### src/rtl/sequential_divider.sv
// sequential_divider: iterative restoring divider, one quotient bit per clock.
// Shares the start/ready handshake of the shift-add multiplier.
// Optional feature: define DIVIDER_SIGNED_EN for two's-complement operands
// (truncating toward zero), which adds a one-cycle FIX state after RUN.
// Default build (macro undefined): unsigned operands and results.
module sequential_divider #(
  parameter int N = 4
) (
  input  logic         clk,
  input  logic         rst_n,
  input  logic         start,
  input  logic [N-1:0] dividend,
  input  logic [N-1:0] divisor,
  output logic         busy,
  output logic         ready,
  output logic [N-1:0] quotient,
  output logic [N-1:0] remainder,
  output logic         div_by_zero
);

  localparam int CNT_W = $clog2(N);
  localparam logic [CNT_W-1:0] CNT_LAST = CNT_W'(N - 1);

`ifdef DIVIDER_SIGNED_EN
  typedef enum logic [1:0] {
    S_IDLE = 2'd0,
    S_RUN  = 2'd1,
    S_FIX  = 2'd2,
    S_DONE = 2'd3
  } state_t;
`else
  typedef enum logic [1:0] {
    S_IDLE = 2'd0,
    S_RUN  = 2'd1,
    S_DONE = 2'd3
  } state_t;
`endif

  state_t r_state;
  state_t w_next;

  // Working registers: Q shifts the dividend out and quotient bits in;
  // the partial remainder is kept N bits wide because a committed
  // subtraction result always has a zero top bit.
  logic [N-1:0]     r_q;
  logic [N-1:0]     r_rem;
  logic [N-1:0]     r_d;
  logic [CNT_W-1:0] r_cnt;
  logic             r_zero;

  logic             r_ready;
  logic [N-1:0]     r_quotient;
  logic [N-1:0]     r_remainder;
  logic             r_dbz;

`ifdef DIVIDER_SIGNED_EN
  logic             r_neg_q;
  logic             r_neg_r;
`endif

  logic [N:0]       w_shift;
  logic [N:0]       w_diff;
  logic             w_fits;
  logic             w_div_zero;
  logic [N-1:0]     w_cap_q;
  logic [N-1:0]     w_cap_d;

`ifdef DIVIDER_SIGNED_EN
  // Two's-complement negation at operand width; -2^(N-1) maps to itself,
  // which read as unsigned is the correct magnitude 2^(N-1).
  function automatic logic [N-1:0] negate(input logic [N-1:0] v);
    return ~v + {{(N-1){1'b0}}, 1'b1};
  endfunction

  function automatic logic [N-1:0] magnitude(input logic [N-1:0] v);
    return v[N-1] ? negate(v) : v;
  endfunction
`endif

  assign w_shift    = {r_rem, r_q[N-1]};
  assign w_diff     = w_shift - {1'b0, r_d};
  assign w_fits     = ~w_diff[N];
  assign w_div_zero = (divisor == '0);

  // On divide-by-zero no iterations run, so Q simply carries the raw
  // dividend through to the remainder output.
`ifdef DIVIDER_SIGNED_EN
  assign w_cap_q = w_div_zero ? dividend : magnitude(dividend);
  assign w_cap_d = magnitude(divisor);
`else
  assign w_cap_q = dividend;
  assign w_cap_d = divisor;
`endif

  // State register
  always_ff @(posedge clk) begin
    if (!rst_n) begin
      r_state <= S_IDLE;
    end else begin
      r_state <= w_next;
    end
  end

  // Next-state logic
  always_comb begin
    w_next = r_state;
    case (r_state)
      S_IDLE: begin
        if (start) begin
          w_next = w_div_zero ? S_DONE : S_RUN;
        end
      end
      S_RUN: begin
        if (r_cnt == CNT_LAST) begin
`ifdef DIVIDER_SIGNED_EN
          w_next = S_FIX;
`else
          w_next = S_DONE;
`endif
        end
      end
`ifdef DIVIDER_SIGNED_EN
      S_FIX:   w_next = S_DONE;
`endif
      S_DONE:  w_next = S_IDLE;
      default: w_next = S_IDLE;
    endcase
  end

  // Outputs decoded from state: busy covers the computing states only
  always_comb begin
    busy = 1'b0;
    case (r_state)
      S_RUN:   busy = 1'b1;
`ifdef DIVIDER_SIGNED_EN
      S_FIX:   busy = 1'b1;
`endif
      default: busy = 1'b0;
    endcase
  end

  // Datapath: operand capture, one restoring step per RUN cycle,
  // sign fix-up, and result publication with the ready pulse
  always_ff @(posedge clk) begin
    if (!rst_n) begin
      r_q         <= '0;
      r_rem       <= '0;
      r_d         <= '0;
      r_cnt       <= '0;
      r_zero      <= 1'b0;
      r_ready     <= 1'b0;
      r_quotient  <= '0;
      r_remainder <= '0;
      r_dbz       <= 1'b0;
`ifdef DIVIDER_SIGNED_EN
      r_neg_q     <= 1'b0;
      r_neg_r     <= 1'b0;
`endif
    end else begin
      r_ready <= 1'b0;
      case (r_state)
        S_IDLE: begin
          if (start) begin
            r_quotient  <= '0;
            r_remainder <= '0;
            r_dbz       <= 1'b0;
            r_q         <= w_cap_q;
            r_rem       <= '0;
            r_d         <= w_cap_d;
            r_cnt       <= '0;
            r_zero      <= w_div_zero;
`ifdef DIVIDER_SIGNED_EN
            r_neg_q     <= dividend[N-1] ^ divisor[N-1];
            r_neg_r     <= dividend[N-1];
`endif
          end
        end
        S_RUN: begin
          r_cnt <= r_cnt + 1'b1;
          if (w_fits) begin
            r_rem <= w_diff[N-1:0];
            r_q   <= {r_q[N-2:0], 1'b1};
          end else begin
            r_rem <= w_shift[N-1:0];
            r_q   <= {r_q[N-2:0], 1'b0};
          end
        end
`ifdef DIVIDER_SIGNED_EN
        S_FIX: begin
          if (r_neg_q) begin
            r_q <= negate(r_q);
          end
          if (r_neg_r) begin
            r_rem <= negate(r_rem);
          end
        end
`endif
        S_DONE: begin
          r_ready <= 1'b1;
          if (r_zero) begin
            r_quotient  <= '1;
            r_remainder <= r_q;
            r_dbz       <= 1'b1;
          end else begin
            r_quotient  <= r_q;
            r_remainder <= r_rem;
            r_dbz       <= 1'b0;
          end
        end
        default: begin
          r_ready <= 1'b0;
        end
      endcase
    end
  end

  assign ready       = r_ready;
  assign quotient    = r_quotient;
  assign remainder   = r_remainder;
  assign div_by_zero = r_dbz;

endmodule

### config.mk
export PLATFORM = sky130hd
export DESIGN_NAME = sequential_divider
export DESIGN_NICKNAME = d
export VERILOG_FILES = /design/src/rtl/sequential_divider.sv
export SDC_FILE = /design/constraint.sdc
export NUM_CORES = 1
export LEC_CHECK = 0
export BUFFER_PORTS_ARGS = -buffer_cell sky130_fd_sc_hd__clkbuf_2
export CAP_MARGIN = 0
export CORE_MARGIN = 5
export CORE_UTILIZATION = 49
export CTS_CLUSTER_SIZE = 24
export DETAILED_ROUTE_END_ITERATION = 8
export PLACE_DENSITY = 0.72
export SLEW_MARGIN = 20
export SYNTH_ARGS = -nofsm -noshare
export SYNTH_HDL_FRONTEND = slang
export SYNTH_SLANG_ARGS = --single-unit
### constraint.sdc
create_clock -name clk -period 1.9 [get_ports clk]
set_input_delay 0.19 -clock clk [delete_from_list [all_inputs] [get_ports clk]]
set_output_delay 0.19 -clock clk [all_outputs]
set_load 0.03 [all_outputs]
==> results of run 1 <==
[critical path: stages (launching register included)]
cell and delay, ps:
dfxtp_2 360, inv_2 50, ha_4 160, fa_2 330, nand2b_4 150, a21oi_4 200
xor2_4 230, mux2i_1 100, a32o_1 210
[cell usage in the layout (no fill, tap or decap), types with 4 or more instances in the layout]
master     n
ha_1       4
a21oi_1    8
inv_1      6
nor2_1     5
and2_1     4
a21boi_0   8
mux2i_1    6
o31ai_1    4
clkbuf_2  21
dfxtp_1   26
buf_4      7
nand2_1   25
nand3_1   10
o21ai_0    4
[power breakdown]
part	switching, mW	internal, mW
Combinational	0.146	0.134
Clock	0.180	0.0808
Sequential	0.0307	0.593
[state kept, by name (all words and copies together), names as in the netlist]
| name | flops |
|---|---|
| ready | 1 |
| r_rem | 4 |
| div_by_zero | 1 |
| r_q | 4 |
| r_state | 2 |
| quotient | 4 |
| r_zero | 1 |
| r_d | 4 |
| r_cnt | 2 |
| remainder | 4 |
[through the flow]
stage / worst slack (ps) / power [mW] / TNS, ps
final: -6.641 / 1.165 / -11.56
after global routing: -83.44 / 1.231 / -304.1
after CTS: 3.378 / 1.173 / 0
after detailed placement: -39.94 / 0.9148 / -130.5
after global placement: 26.15 / 0.9057 / 0
after floorplan: 15.68 / 0.8348 / 0
[cells by family (layout without fill, tap and decap cells)]
logic type                 count (synthesis)  in the layout
AOI/OAI and AO/OA                         38             38
xor gates and xnor gates                   4              4
muxes                                      6              6
DFF                                       27             27
buffers and inverters                     16             40
and+or+nand+nor                           54             54
adders and majority gates                  6              6
[cells in the mapped netlist (all sizes together), types with 2 or more instances]
library cell	instances	area [um2]
xor2	2	25.03
nand2b	2	12.51
nor3b	2	26.28
a22oi	2	15.01
a21oi	9	48.80
and2	4	25.02
buf	3	15.01
nand3	10	50.05
o21ai	5	25.02
o211a	2	20.02
a32o	2	20.02
o31ai	4	30.03
clkbuf	5	22.52
xnor2	2	17.52
dfxtp	27	540.5
mux2i	6	60.06
a21boi	10	75.07
nand2	25	93.84
inv	8	30.03
nor2	6	30.03
ha	5	62.56
nor2b	2	12.51
[worst max path at each step]
stage / from / slack [ps] / depth (start not counted) / to
final: r_q[3]$_SDFFE_PN0P_ / -7 / 8 / r_rem[1]$_SDFFE_PN0P_
after global placement: r_q[3]$_SDFFE_PN0P_ / 30 / 8 / r_rem[1]$_SDFFE_PN0P_
after CTS: r_q[3]$_SDFFE_PN0P_ / 3 / 8 / r_rem[1]$_SDFFE_PN0P_
after detailed placement: r_q[3]$_SDFFE_PN0P_ / -40 / 8 / r_rem[1]$_SDFFE_PN0P_
after floorplan: r_q[3]$_SDFFE_PN0P_ / 20 / 8 / r_rem[0]$_SDFFE_PN0P_
after global routing: r_q[3]$_SDFFE_PN0P_ / -80 / 9 / r_q[0]$_SDFFE_PN0P_
[metal layers]
layer	vias to the layer above	GRT usage, %
li1	569	-
met1	503	19.29
met2	32	23.45
met3	5	3.058
met4	0	6.775
met5	-	0
[area by class of cell]
| cell class | count | share of cell area, % |
|---|---|---|
| clock buffer | 3 | 1.443 |
| clock inverter | 1 | 0.4812 |
| inverter | 8 | 1.925 |
| multi-input combinational | 108 | 48.92 |
| sequential | 27 | 34.72 |
| tap | 30 | 2.406 |
| timing repair buffer | 28 | 10.10 |
[timing repair]
action,4_1_cts,5_1_grt
resized for setup,0,2
setup endpoints to repair,5,5
setup buffers,0,1
pin swaps,2,2
==> summary.md, run 1 <==
| Metric | Value |
|---|---|
| Status | finished with violations |
| Failing checks | setup timing |
| Hold EP | r_d[0]$_SDFFE_PN0P_ |
| Count of hold-fix buffers inserted at cts | 0 |
| FF-to-FF Start | r_q[3]$_SDFFE_PN0P_ |
| Crit path arrival time | 2150 ps |
| Post-Synth Simple-Gate Area | 20.32% |
| Xor and xnor area share after synthesis | 3.198% |
| R2r setup slk | -7 ps |
| Final worst setup slack | -6.641 ps |
| Max Freq | 524.5 MHz |
| Number of global-route vias before repair | 1042 |
| Antenna diodes | 0 |
| Minimum clock period | 1907 ps |
| Post-synth top flop | dfxtp_1 |
| Least-Margin Pin Slew | 525.8 ps |
| Synth Area in Compound Gates | 20.04% |
| Die area | 0.003856 mm2 |
| DRT Pass-1 Iters | 4 |
| Multi-input combinational cell area | 763.2 um2 |
| Drt via density | 5.410 |
| Hold Path Stages | 3 |
| Final period util | 100.3% |
| Uppermost layer routed | met4 |
| DR WL met3 | 181 um |
| Post-synth EDFFs | 0 |
| Final setup fails | 2 |
| Leakage | 0.6471 nW |
| Post-Place Cell Area | 0.001523 mm2 |
| Placed cell count | 200 |
| Tot GR Track Use | 14.87% |
| Drt wl/cell | 13.68 um |
| Reg clk slew, reported paths | 150 ps |
| RSZ-0062 raised after global routing | yes |
| Proportion of synthesized area in mux cells | 4.516% |
| CTS H-Tree Depth | 1 |
| Slew HR | 64.86% |
| CP Capture Type | flop |
| Synthesized area per cell | 8.808 um2 |
| CTS tree | built |
| PD cells | 746.5 mW/mm2 |
| Hold_sp | divisor[0] |
| R2r endpoint | r_rem[1]$_SDFFE_PN0P_ |
| FF/Latch Area | 541.8 um2 |
| Via count | 1109 |
| Mapped Nets | 168 |
| DRC Markers | 0 |
| Yosys warns | 0 |
| Initial antenna violation count | 0 |
| Placement Rows | 18 |
| HPWL after detailed placement | 2135 um |
| Number of fill cells in the layout | 233 |
| GRT overflow | 0 |
| Max Slew Vio Count | 0 |
| Die Y | 62.10 um |
| Mapped Cells | 151 |
| Clock skew | 8.061 ps |
| Hold Slack | 81.31 ps |
| CP startpoint kind | flop |
| Synthesized flop and latch total | 27 |
| Design Area, Final | 0.001560 mm2 |
| Worst-Skew Late Latency | 340 ps |
| Die Span X | 62.10 um |
| Maximum clock path buffer count | 2 |
| Largest net degree at the start of global routing | 30 |
| Critical path type | flop to flop |
| Clock root cell | clkbuf_4 |
| Peak supply drop | 0.0004856 V |
| Final antenna-violating net count | 0 |
| Main combinational cell family by area after synthesis | simple AND/OR/NAND/NOR gates |
| Num CTS Buffers | 3 |
| DRT Wirelength | 2805 um |
| Max_cap viols | 0 |
| Gp weighted congestion | 0.8150 |
| Fin util | 61.31% |
| Core Region | 0.002545 mm2 |
| Wl on met1 | 1266 um |
| Worst min-delay path class | input port to flop |
| Finished Layout Cells | 205 |
| Ports | 22 |
| Port Buffer Count | 21 |
| CP max FO | 5 |
| Cell variety after synth | 36 |
| Hold Fails Final Rpt | 0 |
| Synth Area in Adders | 6.209% |
| Area of the mapped netlist | 0.001330 mm2 |
| Synthesis-to-layout area growth | 17.31% |
| Sequential fraction of the synthesis area | 40.64% |
| Worst EP required | 2140 ps |
| Share of layout cells above drive strength 1 | 24.57% |
| Async S/R FF share, synth | 0% |
| First-pass GRT wire length | 4761 um |
| Initial drt markers | 66 |
| Fin nets | 193 |
| Clock sink count | 27 |
| Wire length on met2 | 1308 um |
| Cells on worst reg2reg path | 8 |
| Starting Density | 52.26% |
(Power assumes the default switching activity.)
==> run 2: changes to the inputs <==
ABC_AREA = 1   (was default)
==> run 2 against run 1 <==
The flow now finishes without violations. Wire length decreased by 5.7%. Power is 4.5% higher. Via count up 4.6%. Critical path depth grew 2. Sequential share of layout area rose by 2.6 points. Utilization fell by 2.9 points. Critical path type unchanged. Critical endpoint unchanged.
==> summary.md, run 2 <==
| Metric | Value |
|---|---|
| Placed cell count | 214 |
| Fin nets | 206 |
| Most frequent cell after synthesis | nand2_1 |
| Synthesis-to-layout area growth | 14.00% |
| HPWL after detailed placement | 2083 um |
| Setup TNS | 0 ps |
| Tot Pwr | 1.217 mW |
| DRC Markers | 0 |
| Hold Slack | 120.1 ps |
| Synth area leaders | dfxtp_1 (43%), a21oi_1 (10%), nand2_1 (9.2%) |
| CP startpoint kind | flop |
| # Post-CTS Setup Buffers | 0 |
| Crit path arrival time | 1970 ps |
| Cell variety after synth | 23 |
| Tot GR Track Use | 16.77% |
| Starting Density | 51.21% |
| Xor and xnor area share after synthesis | 0.6903% |
| Final setup fails | 0 |
| Initial antenna violation count | 0 |
| Via count | 1160 |
| Placement Rows | 18 |
| Die Y | 60.89 um |
| Peak supply drop | 0.0004748 V |
| Status | completed |
| Antenna diodes | 0 |
| Proportion of synthesized area in mux cells | 0% |
| Least-Margin Pin Slew | 314.0 ps |
| Commonest non-fill, non-tap cell in the layout | nand2_1 |
| Die area | 0.003707 mm2 |
| Synth top cells by count | nand2_1 (31), dfxtp_1 (27), a21oi_1 (26) |
| Die Span X | 60.89 um |
| Post-Place Cell Area | 0.001396 mm2 |
| Hold Fails Final Rpt | 0 |
| DRT Pass-1 Iters | 4 |
| Final antenna-violating net count | 0 |
| Worst min-delay path class | input port to flop |
| Post-synth EDFFs | 0 |
| Port Buffer Count | 21 |
| Final period util | 89.89% |
| Synth Area in Compound Gates | 18.84% |
| Maximum clock path buffer count | 2 |
| Number of global-route vias before repair | 1076 |
| Drt wl/cell | 12.13 um |
| Synthesized area per cell | 7.643 um2 |
| Area of the mapped netlist | 0.001269 mm2 |
| Max_cap viols | 0 |
| Number of fill cells in the layout | 257 |
| Post-synth top flop | dfxtp_1 |
| Worst EP required | 2160 ps |
| Initial drt markers | 36 |
| Clock skew | 1.801 ps |
| GRT overflow | 0 |
| Core Region | 0.002477 mm2 |
| Async S/R FF share, synth | 0% |
| CP max stage delay | 350 ps |
| Commonest cells after routing, fill and taps aside | nand2_1 (30), dfxtp_1 (27), a21oi_1 (26), clkbuf_2 (21) |
| Ports | 22 |
| Clock root cell | clkbuf_4 |
| Largest net degree at the start of global routing | 16 |
| Leakage | 0.6366 nW |
| Count of hold-fix buffers inserted at cts | 0 |
| Design Area, Final | 0.001446 mm2 |
| Finished Layout Cells | 218 |
| PD cells | 841.7 mW/mm2 |
| CP cell instances | inv_1 > ha_1 > fa_2 > inv_1 > nand3_1 > nand3_2 > nand2_4 > nand2_1 > nand3_1 > a21oi_1 |
| Minimum clock period | 1708 ps |
| Num CTS Buffers | 3 |
| Worst-Skew Late Latency | 320 ps |
| CTS tree | built |
| CTS H-Tree Depth | 1 |
| Yosys warns | 0 |
| CP max FO | 5 |
| RSZ-0062 raised after global routing | no |
| Max Slew Vio Count | 0 |
| DRT Wirelength | 2645 um |
| Post-Synth Simple-Gate Area | 23.96% |
| Max Freq | 585.5 MHz |
| Largest area contributor in the netlist | dfxtp_1 |
| CP Capture Type | flop |
| Slew HR | 79.04% |
| Share of layout cells above drive strength 1 | 20.74% |
| Critical path type | flop to flop |
| Clock sink count | 27 |
| Crit-path slowest cell | fa_2 |
| Reg clk slew, reported paths | 140 ps |
| Gp weighted congestion | 0.8421 |
| Synth Area in Adders | 6.509% |
| Drt via density | 5.321 |
| Mapped Nets | 183 |
| Main combinational cell family by area after synthesis | simple AND/OR/NAND/NOR gates |
| Sequential fraction of the synthesis area | 42.60% |
| Mapped Cells | 166 |
| First-pass GRT wire length | 4636 um |
| Synthesized flop and latch total | 27 |
| Synth top area share | 42.60% |
## run 2: cell types whose count changed in the layout (fill, tap and decap cells not counted), sizes merged, moves of 5 or more
cell    before  now
a21boi      10    0
a21oi        9   26
buf          7    1
inv          8   19
mux2i        6    0
nand2       25   34
nor2         6   11
o21ai        5   16
## run 2: critical path, delay by kind of cell, from the launching register on
kind / cells / cell delay [ps]
AND/OR/NAND/NOR: 5 / 440
flip-flops: 1 / 330
adder cells (fa/ha/maj): 2 / 590
AO/OA/AOI/OAI: 1 / 130
buffers and inverters: 2 / 160
## run 2: worst paths after layout
path,slack [ps],depth (start not counted),to,from
hold reg to reg,470,2,remainder[1]$_SDFFE_PN0P_,remainder[1]$_SDFFE_PN0P_
setup / recovery,190,10,r_rem[1]$_SDFFE_PN0P_,r_q[3]$_SDFFE_PN0P_
hold / removal,120,3,r_q[0]$_SDFFE_PN0P_,dividend[0]
setup reg to reg,190,10,r_rem[1]$_SDFFE_PN0P_,r_q[3]$_SDFFE_PN0P_
## run 2: repair_timing
action | CTS | global route
hold endpoints to repair | 0 | 0
gates resized for setup | 0 | 5
setup endpoints to repair | 0 | 5
## run 2: layout make-up
cell class / instances / area, um2 / share of cell area, %
Timing Repair Buffer: 22 / 112.6 / 7.785
Clock inverter: 1 / 5.005 / 0.3460
Inverter: 19 / 71.32 / 4.931
Sequential cell: 27 / 540.5 / 37.37
Clock buffer: 3 / 22.52 / 1.557
Tap cell: 30 / 37.54 / 2.595
Multi-Input combinational cell: 116 / 656.9 / 45.42
## run 2: logic make-up (layout without fill, tap and decap cells)
kind of cell | count (synthesis) | after routing
xor gates and xnor gates | 1 | 1
adders and majority gates | 6 | 6
buffers and inverters | 23 | 45
DFF | 27 | 27
AOI/OAI and AO/OA | 46 | 46
and+or+nand+nor | 63 | 63
## run 2: power by group
group          leakage (nW)  internal, mW  total (mW)  switching, mW
Clock                0.0177        0.0790       0.244          0.165
Combinational         0.399         0.127       0.339          0.212
Sequential            0.220         0.603       0.635         0.0319
Total                 0.637         0.809        1.22          0.409
## run 2: per-layer routing
layer  part of all wire (%)  track usage, %  wire length [um]  up-vias
met1                     44           20.60              1165      523
met4                    3.4           8.978                91        0
met2                     48           27.79              1276       28
met3                    4.2           2.979               112        9
met5                      0               0                 0        -
li1                       -               -                 -      600
## run 2: through the flow
stage	worst slack [ps]	util (%)
CTS	95.37	57.47
global route	20.39	58.38
floorplan	259.7	-
finish	192.1	58.38
global placement	183.3	56.36
detailed placement	123.9	56.36
==> run 3: changes to the inputs <==
RECOVER_POWER = 100   (was default)
==> run 3 against run 2 <==
Clock-buffer cell count stayed put. Non-clock buffer count stayed put. Largest cell class unchanged. Critical path depth stayed put. Sequential share of layout area is 0.69 points higher. Global-route usage stayed put. Cell count stayed put.
==> summary.md, run 3 (same netlist as run 2, synthesis figures left out) <==
| Metric | Value |
|---|---|
| R2r endpoint | r_rem[1]$_SDFFE_PN0P_ |
| Minimum clock period | 1728 ps |
| DP Worst Slack | 123.9 ps |
| FF-to-FF Start | r_q[3]$_SDFFE_PN0P_ |
| Num CTS Buffers | 3 |
| R2r setup slk | 170 ps |
| Antenna diodes | 0 |
| Fin nets | 206 |
| CP max FO | 5 |
| PD cells | 855.0 mW/mm2 |
| CTS tree | built |
| RSZ-0062 raised after global routing | no |
| HPWL after detailed placement | 2083 um |
| Starting Density | 51.21% |
| Via count | 1155 |
| Status | completed |
| Die area | 0.003707 mm2 |
| Slew HR | 61.91% |
| Tot GR Track Use | 16.77% |
| Cells on worst reg2reg path | 10 |
| Number of fill cells in the layout | 267 |
| Combinational share of power | 27.5% |
| Drt via density | 5.298 |
| Commonest non-fill, non-tap cell in the layout | nand2_1 |
| Clock skew | 4.287 ps |
| DRC Markers | 0 |
| Leakage | 0.6010 nW |
| Max Slew Vio Count | 0 |
| Initial drt markers | 42 |
| Max Freq | 578.8 MHz |
| Critical path type | flop to flop |
| Commonest cells after routing, fill and taps aside | nand2_1 (32), dfxtp_1 (27), a21oi_1 (26), inv_1 (19), o21ai_0 (16) |
| Share of layout cells above drive strength 1 | 11.70% |
| Crit path to | r_rem[1]$_SDFFE_PN0P_ |
| Pint | 0.8059 mW |
| Final worst setup slack | 172.4 ps |
| Crit path arrival time | 1990 ps |
| Gp weighted congestion | 0.8421 |
| Placement Rows | 18 |
| Least-Margin Pin Slew | 569.3 ps |
| Clock sink count | 27 |
| Ports | 22 |
| Hold Fails Final Rpt | 0 |
| Reg power frac | 52.3% |
| Final antenna-violating net count | 0 |
| CTS H-Tree Depth | 1 |
| Switch Pwr | 0.4083 mW |
| Clock share of power | 20.2% |
| First-pass GRT wire length | 4636 um |
| Worst-Skew Late Latency | 320 ps |
| Clock root cell | clkbuf_4 |
| Peak supply drop | 0.0004857 V |
| Final period util | 90.93% |
| Drt wl/cell | 12.29 um |
| DRT Pass-1 Iters | 4 |
| GRT overflow | 0 |
| Switching portion of total power | 33.63% |
| Synthesis-to-layout area growth | 11.93% |
| Count of hold-fix buffers inserted at cts | 0 |
| Die Y | 60.89 um |
| Core Region | 0.002477 mm2 |
| Post-CTS sizing | 0 |
| Port Buffer Count | 21 |
| Die Span X | 60.89 um |
| CP startpoint kind | flop |
| Setup TNS | 0 ps |
| Initial antenna violation count | 0 |
| Maximum clock path buffer count | 2 |
| Fin util | 57.32% |
| CP Capture Type | flop |
| Worst min-delay path class | input port to flop |
| Final setup fails | 0 |
| Reg clk slew, reported paths | 140 ps |
| Largest net degree at the start of global routing | 16 |
| # Post-CTS Setup Buffers | 0 |
| Crit path launch | r_q[3]$_SDFFE_PN0P_ |
| Worst EP required | 2160 ps |
| Number of global-route vias before repair | 1076 |
| Max_cap viols | 0 |
| DRT Wirelength | 2680 um |
==> run 3: layout make-up <==
class,instances,area [um2],share of cell area (%)
Inverter,19,71.32,5.022
Timing Repair Buffer,22,98.84,6.960
Clock inverter,1,5.005,0.3524
Sequential cell,27,540.5,38.06
Tap cell,30,37.54,2.643
Multi-Input combinational cell,116,644.4,45.37
Clock buffer,3,22.52,1.586
==> run 3: worst min path at each step <==
stage / startpoint / to / cells after the start
6_report: dividend[0] / r_q[0]$_SDFFE_PN0P_ / 3
5_1_grt: dividend[0] / r_q[0]$_SDFFE_PN0P_ / 3
4_1_cts: dividend[0] / r_q[0]$_SDFFE_PN0P_ / 3
3_5_place_dp: r_cnt[0]$_SDFFE_PN0P_ / r_cnt[0]$_SDFFE_PN0P_ / 1
3_3_place_gp: r_cnt[0]$_SDFFE_PN0P_ / r_cnt[0]$_SDFFE_PN0P_ / 1
2_1_floorplan: rst_n / quotient[3]$_SDFFE_PN0P_ / 2
==> run 3: metal layers <==
metal | global-route usage (%) | wire, um | vias up
li1 | - | - | 597
met5 | 0 | 0 | -
met1 | 20.60 | 1226 | 529
met4 | 8.978 | 81 | 0
met3 | 2.979 | 102 | 7
met2 | 27.79 | 1270 | 22
==> run 3: power by group through the flow <==
stage	Combinational [mW]	Clock, mW	Sequential (mW)
final	0.334	0.245	0.635
after global routing	0.385	0.281	0.640
after CTS	0.315	0.254	0.634
after detailed placement	0.314	0	0.647
after global placement	0.303	0	0.645
after floorplan	0.257	0	0.636
==> run 3: through the flow <==
| stage | power [mW] | hold slack [ps] | std cells | instance area (um2) |
|---|---|---|---|---|
| floorplan | 0.8928 | 351.4 | 166 | 1269 |
| global placement | 0.9480 | 438.8 | 214 | 1396 |
| detailed placement | 0.9605 | 453.2 | 214 | 1396 |
| CTS | 1.203 | 115.1 | 218 | 1424 |
| global route | 1.306 | 130.1 | 218 | 1420 |
| finish | 1.214 | 117.3 | 218 | 1420 |
==> run 3: critical path, cell delays in order, from the launching register on <==
cell and delay (ps):
dfxtp_1 330, inv_1 80, ha_1 240, fa_2 350, inv_1 70, nand3_1 100, nand3_2 150, nand2_4 80
nand2_1 60, nand3_1 60, a21oi_1 140
